### config.mk
export PLATFORM = sky130hd
export DESIGN_NAME = cmd_decode_frame
export DESIGN_NICKNAME = d
export VERILOG_FILES = /design/src/rtl/sdram_cmd_pkg.sv /design/src/rtl/frame_timeout_cnt.sv /design/src/rtl/cmd_decode_frame.sv
export SDC_FILE = /design/constraint.sdc
export NUM_CORES = 1
export LEC_CHECK = 0
export ABC_AREA = 1
export CAP_MARGIN = 10
export CORE_ASPECT_RATIO = 0.9
export CORE_UTILIZATION = 55
export CTS_CLUSTER_SIZE = 24
export DETAILED_ROUTE_END_ITERATION = 7
export PLACE_DENSITY = 0.76
export SLEW_MARGIN = 20
export SYNTH_ARGS = -nofsm -noshare
export SYNTH_HDL_FRONTEND = slang
export SYNTH_HIERARCHICAL = 1
export SYNTH_SLANG_ARGS = --single-unit
### constraint.sdc
create_clock -name clk -period 2.25 [get_ports clk]
set_clock_uncertainty 0.2 [all_clocks]
set_input_delay 0.3375 -clock clk [delete_from_list [all_inputs] [get_ports clk]]
set_output_delay 0.3375 -clock clk [all_outputs]
set_load 0.05 [all_outputs]
### src/rtl/sdram_cmd_pkg.sv
// Shared definitions for the UART command decoder: parser states, default
// command bytes and the width helper for length counters.
package sdram_cmd_pkg;

  typedef enum logic [1:0] {
    ST_IDLE    = 2'd0,
    ST_LEN     = 2'd1,
    ST_PAYLOAD = 2'd2,
    ST_DONE    = 2'd3
  } state_e;

  localparam logic [7:0] DEF_WR_CMD = 8'h55;
  localparam logic [7:0] DEF_RD_CMD = 8'hAA;

  // Bits needed to hold any count 0..max_len.
  function automatic int len_width(input int max_len);
    return (max_len < 1) ? 1 : $clog2(max_len + 1);
  endfunction

endpackage

### src/rtl/frame_timeout_cnt.sv
// Idle-cycle counter for an open frame: counts while enabled, restarts on
// clear, and flags the cycle in which the TIMEOUT_CYC-th idle cycle ends.
module frame_timeout_cnt #(
  parameter int TIMEOUT_CYC = 50000
) (
  input  logic clk,
  input  logic rst,
  input  logic en,
  input  logic clr,
  output logic expired
);

  localparam int CW = (TIMEOUT_CYC < 2) ? 1 : $clog2(TIMEOUT_CYC + 1);

  logic [CW-1:0] cnt_q;
  logic [CW-1:0] cnt_d;

  // expired is combinational so the parser can register its error pulse
  // in the same edge that leaves the frame.
  always_comb begin
    cnt_d   = cnt_q;
    expired = 1'b0;
    if (!en || clr) begin
      cnt_d = '0;
    end else if (cnt_q == CW'(TIMEOUT_CYC - 1)) begin
      expired = 1'b1;
      cnt_d   = '0;
    end else begin
      cnt_d = cnt_q + CW'(1);
    end
  end

  always_ff @(posedge clk) begin
    if (rst) begin
      cnt_q <= '0;
    end else begin
      cnt_q <= cnt_d;
    end
  end

endmodule

### src/rtl/cmd_decode_frame.sv
// UART byte-stream parser: write frames go to the SDRAM write FIFO with a
// completion trigger, read commands raise a read trigger.
module cmd_decode_frame
  import sdram_cmd_pkg::*;
#(
  parameter logic [7:0] WR_CMD      = DEF_WR_CMD,
  parameter logic [7:0] RD_CMD      = DEF_RD_CMD,
  parameter int         VAR_LEN     = 0,
  parameter int         FIX_LEN     = 4,
  parameter int         MAX_LEN     = 255,
  parameter int         TIMEOUT_CYC = 50000,
  parameter int         LEN_W       = len_width(MAX_LEN)
) (
  input  logic             clk,
  input  logic             rst,
  input  logic             uart_flag,
  input  logic [7:0]       uart_data,
  input  logic             wfifo_full,
  output logic             wfifo_wr_en,
  output logic [7:0]       wfifo_data,
  output logic             wr_trig,
  output logic [LEN_W-1:0] wr_len,
  output logic             rd_trig,
  output logic             busy,
  output logic             err_len,
  output logic             err_timeout,
  output logic             err_ovf
);

  state_e           state_q, state_d;
  logic [LEN_W-1:0] rem_q, rem_d;
  logic [LEN_W-1:0] len_q, len_d;
  logic             wr_en_q, wr_en_d;
  logic [7:0]       wdata_q, wdata_d;
  logic             wr_trig_q, wr_trig_d;
  logic [LEN_W-1:0] wr_len_q, wr_len_d;
  logic             rd_trig_q, rd_trig_d;
  logic             busy_q, busy_d;
  logic             err_len_q, err_len_d;
  logic             err_tmo_q, err_tmo_d;
  logic             err_ovf_q, err_ovf_d;

  logic tmr_en;
  logic tmo_expired;

  assign tmr_en = (state_q == ST_LEN) || (state_q == ST_PAYLOAD);

  frame_timeout_cnt #(
    .TIMEOUT_CYC(TIMEOUT_CYC)
  ) u_timeout (
    .clk     (clk),
    .rst     (rst),
    .en      (tmr_en),
    .clr     (uart_flag),
    .expired (tmo_expired)
  );

  always_comb begin
    state_d   = state_q;
    rem_d     = rem_q;
    len_d     = len_q;
    wr_en_d   = 1'b0;
    wdata_d   = wdata_q;
    wr_trig_d = 1'b0;
    wr_len_d  = wr_len_q;
    rd_trig_d = 1'b0;
    err_len_d = 1'b0;
    err_tmo_d = 1'b0;
    err_ovf_d = 1'b0;

    case (state_q)
      ST_LEN: begin
        if (tmo_expired) begin
          err_tmo_d = 1'b1;
          state_d   = ST_IDLE;
        end else if (uart_flag) begin
          if (uart_data == 8'd0 || int'(uart_data) > MAX_LEN) begin
            err_len_d = 1'b1;
            state_d   = ST_IDLE;
          end else begin
            rem_d   = LEN_W'(uart_data);
            len_d   = LEN_W'(uart_data);
            state_d = ST_PAYLOAD;
          end
        end
      end
      ST_PAYLOAD: begin
        if (tmo_expired) begin
          err_tmo_d = 1'b1;
          state_d   = ST_IDLE;
        end else if (uart_flag) begin
          if (wfifo_full) begin
            err_ovf_d = 1'b1;
            state_d   = ST_IDLE;
          end else begin
            wr_en_d = 1'b1;
            wdata_d = uart_data;
            rem_d   = rem_q - LEN_W'(1);
            if (rem_q == LEN_W'(1)) begin
              state_d = ST_DONE;
            end
          end
        end
      end
      ST_DONE: begin
        wr_trig_d = 1'b1;
        wr_len_d  = len_q;
        state_d   = ST_IDLE;
      end
      default: ;
    endcase

    // DONE accepts a new command byte exactly like IDLE so none is lost.
    if ((state_q == ST_IDLE || state_q == ST_DONE) && uart_flag) begin
      if (uart_data == WR_CMD) begin
        if (VAR_LEN != 0) begin
          state_d = ST_LEN;
        end else begin
          rem_d   = LEN_W'(FIX_LEN);
          len_d   = LEN_W'(FIX_LEN);
          state_d = ST_PAYLOAD;
        end
      end else if (uart_data == RD_CMD) begin
        rd_trig_d = 1'b1;
      end
    end

    busy_d = (state_d != ST_IDLE);
  end

  always_ff @(posedge clk) begin
    if (rst) begin
      state_q   <= ST_IDLE;
      rem_q     <= '0;
      len_q     <= '0;
      wr_en_q   <= 1'b0;
      wdata_q   <= '0;
      wr_trig_q <= 1'b0;
      wr_len_q  <= '0;
      rd_trig_q <= 1'b0;
      busy_q    <= 1'b0;
      err_len_q <= 1'b0;
      err_tmo_q <= 1'b0;
      err_ovf_q <= 1'b0;
    end else begin
      state_q   <= state_d;
      rem_q     <= rem_d;
      len_q     <= len_d;
      wr_en_q   <= wr_en_d;
      wdata_q   <= wdata_d;
      wr_trig_q <= wr_trig_d;
      wr_len_q  <= wr_len_d;
      rd_trig_q <= rd_trig_d;
      busy_q    <= busy_d;
      err_len_q <= err_len_d;
      err_tmo_q <= err_tmo_d;
      err_ovf_q <= err_ovf_d;
    end
  end

  assign wfifo_wr_en = wr_en_q;
  assign wfifo_data  = wdata_q;
  assign wr_trig     = wr_trig_q;
  assign wr_len      = wr_len_q;
  assign rd_trig     = rd_trig_q;
  assign busy        = busy_q;
  assign err_len     = err_len_q;
  assign err_timeout = err_tmo_q;
  assign err_ovf     = err_ovf_q;

endmodule

==> summary.txt <==
Run status
  – Status: completed

Pwr
  – Power density over cell area: 647 nW/um^2
  – P_int: 1790 uW
  – Clock group share of total power: 52.3%
  – Final Power: 2290 uW
  – Reg power frac: 44.1%
  – Peak VDD IR: 0.468 mV
  – NetSw: 498 uW
  – Switching portion of total power: 21.8%
  – Logic pwr share: 3.5%
  – LEAKAGE: 0.00141 uW

Finish
  – Fraction of final layout cells with drive strength greater than 1: 12.3%
  – Commonest non-fill, non-tap cell in the layout: nand2_1
  – ANT cells: 0
  – Most frequent cells in the layout: 90 x nand2_1, 57 x nor2_1, 57 x dfxtp_1
  – Fin cells: 530
  – Nets@finish: 479
  – Layout area overhead: 25.6%

Clock tree
  – Reg clk slew, reported paths: 0.07 ns
  – CTS H-tree lvls: 3
  – Root buffer cell: clkbuf_8
  – Clk buf depth: 2
  – # clock sinks: 57
  – CTS Buf Count: 9
  – TritonCTS clock tree: yes
  – Clock latency on the worst-skew pair: 0.34 ns

Global routing
  – GRT Overall Usage: 27.3%
  – Grt met3 use: 10.6%
  – Busiest layer in global routing: met2
  – Pin count of the biggest net entering global routing: 17
  – First-pass GRT wire length: 11,500 um
  – Initial antenna violation count: 0
  – Met2 usage: 39.6%
  – Met1 Usage GRT: 37.1%
  – Congestion Overflow GR: 0
  – Number of global-route vias before repair: 2,507

Synth
  – Ranking of synthesized cells by area: dfxtp_1 41%, nand2_1 12%, nor2_1 7.9%
  – Synth Warn #: 6
  – Synth unique cells: 31
  – Seq/Total Area, Yosys: 40.6%
  – Post-Syn Area: 2810 sq um
  – Net Count, Synth: 431
  – Syn Area/Cell: 6.83 sq um
  – Share of the synthesized area in the top cell type: 40.6%
  – Seq cells post-synth: 57
  – Post-synth top area cell: dfxtp_1
  – Synthesized instance count: 412

Floorplanning
  – Die Span Y: 69.9 um
  – Die area: 5410 sq um
  – Initial core utilization: 57.5%
  – Core ar.: 4890 sq um
  – Width of the die: 77.4 um
  – I/O Pins: 35
  – Placement row count: 24

Routing
  – DR vias/cell: 5.21
  – DRT Pass-1 Iters: 6
  – ANT nets after route: 0
  – Iteration-0 DRC Markers: 210
  – DRC errors left: 0
  – Drt total wl: 6780 um
  – Routed len/inst: 12.8 um
  – Vias after detailed routing: 2,762

Setup path
  – CP arrival: 2.12 ns
  – R2R depth: 11
  – R2R Path Start: state_q[1]
  – Worst Path Required: 2.28 ns
  – Crit path kind: register to register
  – RR Endpoint: busy
  – CP max stage delay: 0.37 ns
  – Startpoint types: register
  – R2R setup slack: 0.16 ns
  – CP endpoint kind: register
  – Slowest-stage cell, CP: dfxtp_1
  – Worst-path fanout max: 15
  – CP Cell Sequence: inv_1, ha_1, buf_4, nor2_1, nand3_1, nand2_1, inv_1, nand2_1, nor2_1, inv_1, nand2_1

Timing
  – Final setup fails: 0
  – Setup TNS: 0 ns
  – Final hold vios: 0
  – Fmax: 0.479 GHz
  – Minimum clock period: 2.09 ns
  – Slew headroom: 64.3%
  – Worst setup margin: 0.163 ns
  – Slew @ Worst Pin: 0.535 ns
  – Max-slew violation count: 0
  – RSZ-0062 raised after global routing: no
  – Period utilization: 92.7%

Placement
  – Setup WS pre-CTS: 0.0273 ns
  – Final GP Congestion: 0.928
  – Port Buf Inserts: 34
  – DPL Wire Length: 4940 um
  – Placed cell count: 514

Min path
  – Hold Path Stages: 2
  – WHS Endpoint: len_q[4]
  – Worst Hold Launch: len_q[4]
  – Class of the worst hold path: register to register

Run
  – Max Cap Viol: 0
==> how the worst max path moves through the flow <==
| stage | startpoint | endpoint | slack, ns |
|---|---|---|---|
| 6_report | state_q[1] | busy | 0.16 |
| 3_5_place_dp | uart_flag | rem_q[4] | 0.03 |
| 3_3_place_gp | uart_flag | rem_q[4] | 0.09 |
| 5_1_grt | state_q[1] | rem_q[2] | 0.01 |
| 2_1_floorplan | state_q[0] | rem_q[4] | 0.22 |
| 4_1_cts | u_timeout/cnt_q[1] | len_q[5] | 0.06 |
==> critical path, delay by kind of cell (launching register included) <==
family,cells,cell delay [ns]
AND/OR/NAND/NOR,6,0.66
buffers and inverters,4,0.45
flip-flops,1,0.37
adder cells (fa/ha/maj),1,0.30
==> cells in the mapped netlist, drive strengths merged <==
cell type	instances
nor2	65
o211ai	1
clkinv	2
nand3	30
o21ai	28
ha	7
or2	1
xnor2	1
nand2	100
dfxtp	57
clkbuf	1
a22oi	1
inv	54
xor2	3
nand4	16
a31oi	1
buf	7
a21oi	31
nor3	6
==> metal layers <==
metal	share of wire (%)	wire [um]
met1	49	3330
met2	42	2860
met3	7.2	488
met4	1.4	93
met5	0	0
==> layout make-up <==
type	instances	area (sq um)
Multi-Input combinational cell	291	1430
Fill cell	406	1360
Sequential cell	57	1140
Timing Repair Buffer	45	423
Inverter	56	213
Clock inverter	7	125
Clock buffer	9	124
Tap cell	65	81.3
==> through the flow <==
step           hold WS [ns]  util [%]  cell area (sq um)
2_1_floorplan         0.207         -               2810
3_3_place_gp          0.250      66.8               3270
3_5_place_dp          0.259      66.8               3270
4_1_cts               0.272      71.9               3520
5_1_grt               0.296      72.2               3530
6_report              0.273      72.2               3530
==> what timing repair did <==
item                       in CTS  in global routing
gates resized for setup         0                  7
setup endpoints to repair       0                 16
hold buffers                    0                  0
buffers inserted                0                  0
==> power groups by stage <==
stage               sequential, uW  clock (uW)  combinational [uW]
detailed placement            1030           0                77.4
floorplan                     1030           0                35.8
CTS                           1010        1220                77.8
global route                  1010        1270                87.0
global placement              1030           0                77.0
finish                        1010        1200                80.9
==> logic make-up (layout without fill, tap and decap cells) <==
kind of cell	Yosys count	after routing	synth area share, %
AO/OA/AOI/OAI	62	62	11.4
XOR/XNOR	4	4	1.25
adder cells (fa/ha/maj)	7	7	3.11
buffers and inverters	64	117	9.29
flip-flops	57	57	40.6
AND/OR/NAND/NOR	218	218	34.4
==> state kept, by name, indices dropped and copies added (netlist names) <==
name,flops
len_q,8
rem_q,8
state_q,2
err_ovf,1
wr_len,8
err_timeout,1
err_len,1
busy,1
u_timeout/cnt_q,16
wr_trig,1
wfifo_data,8
rd_trig,1
wfifo_wr_en,1
No activity file was read; power rests on OpenSTA's default activity.
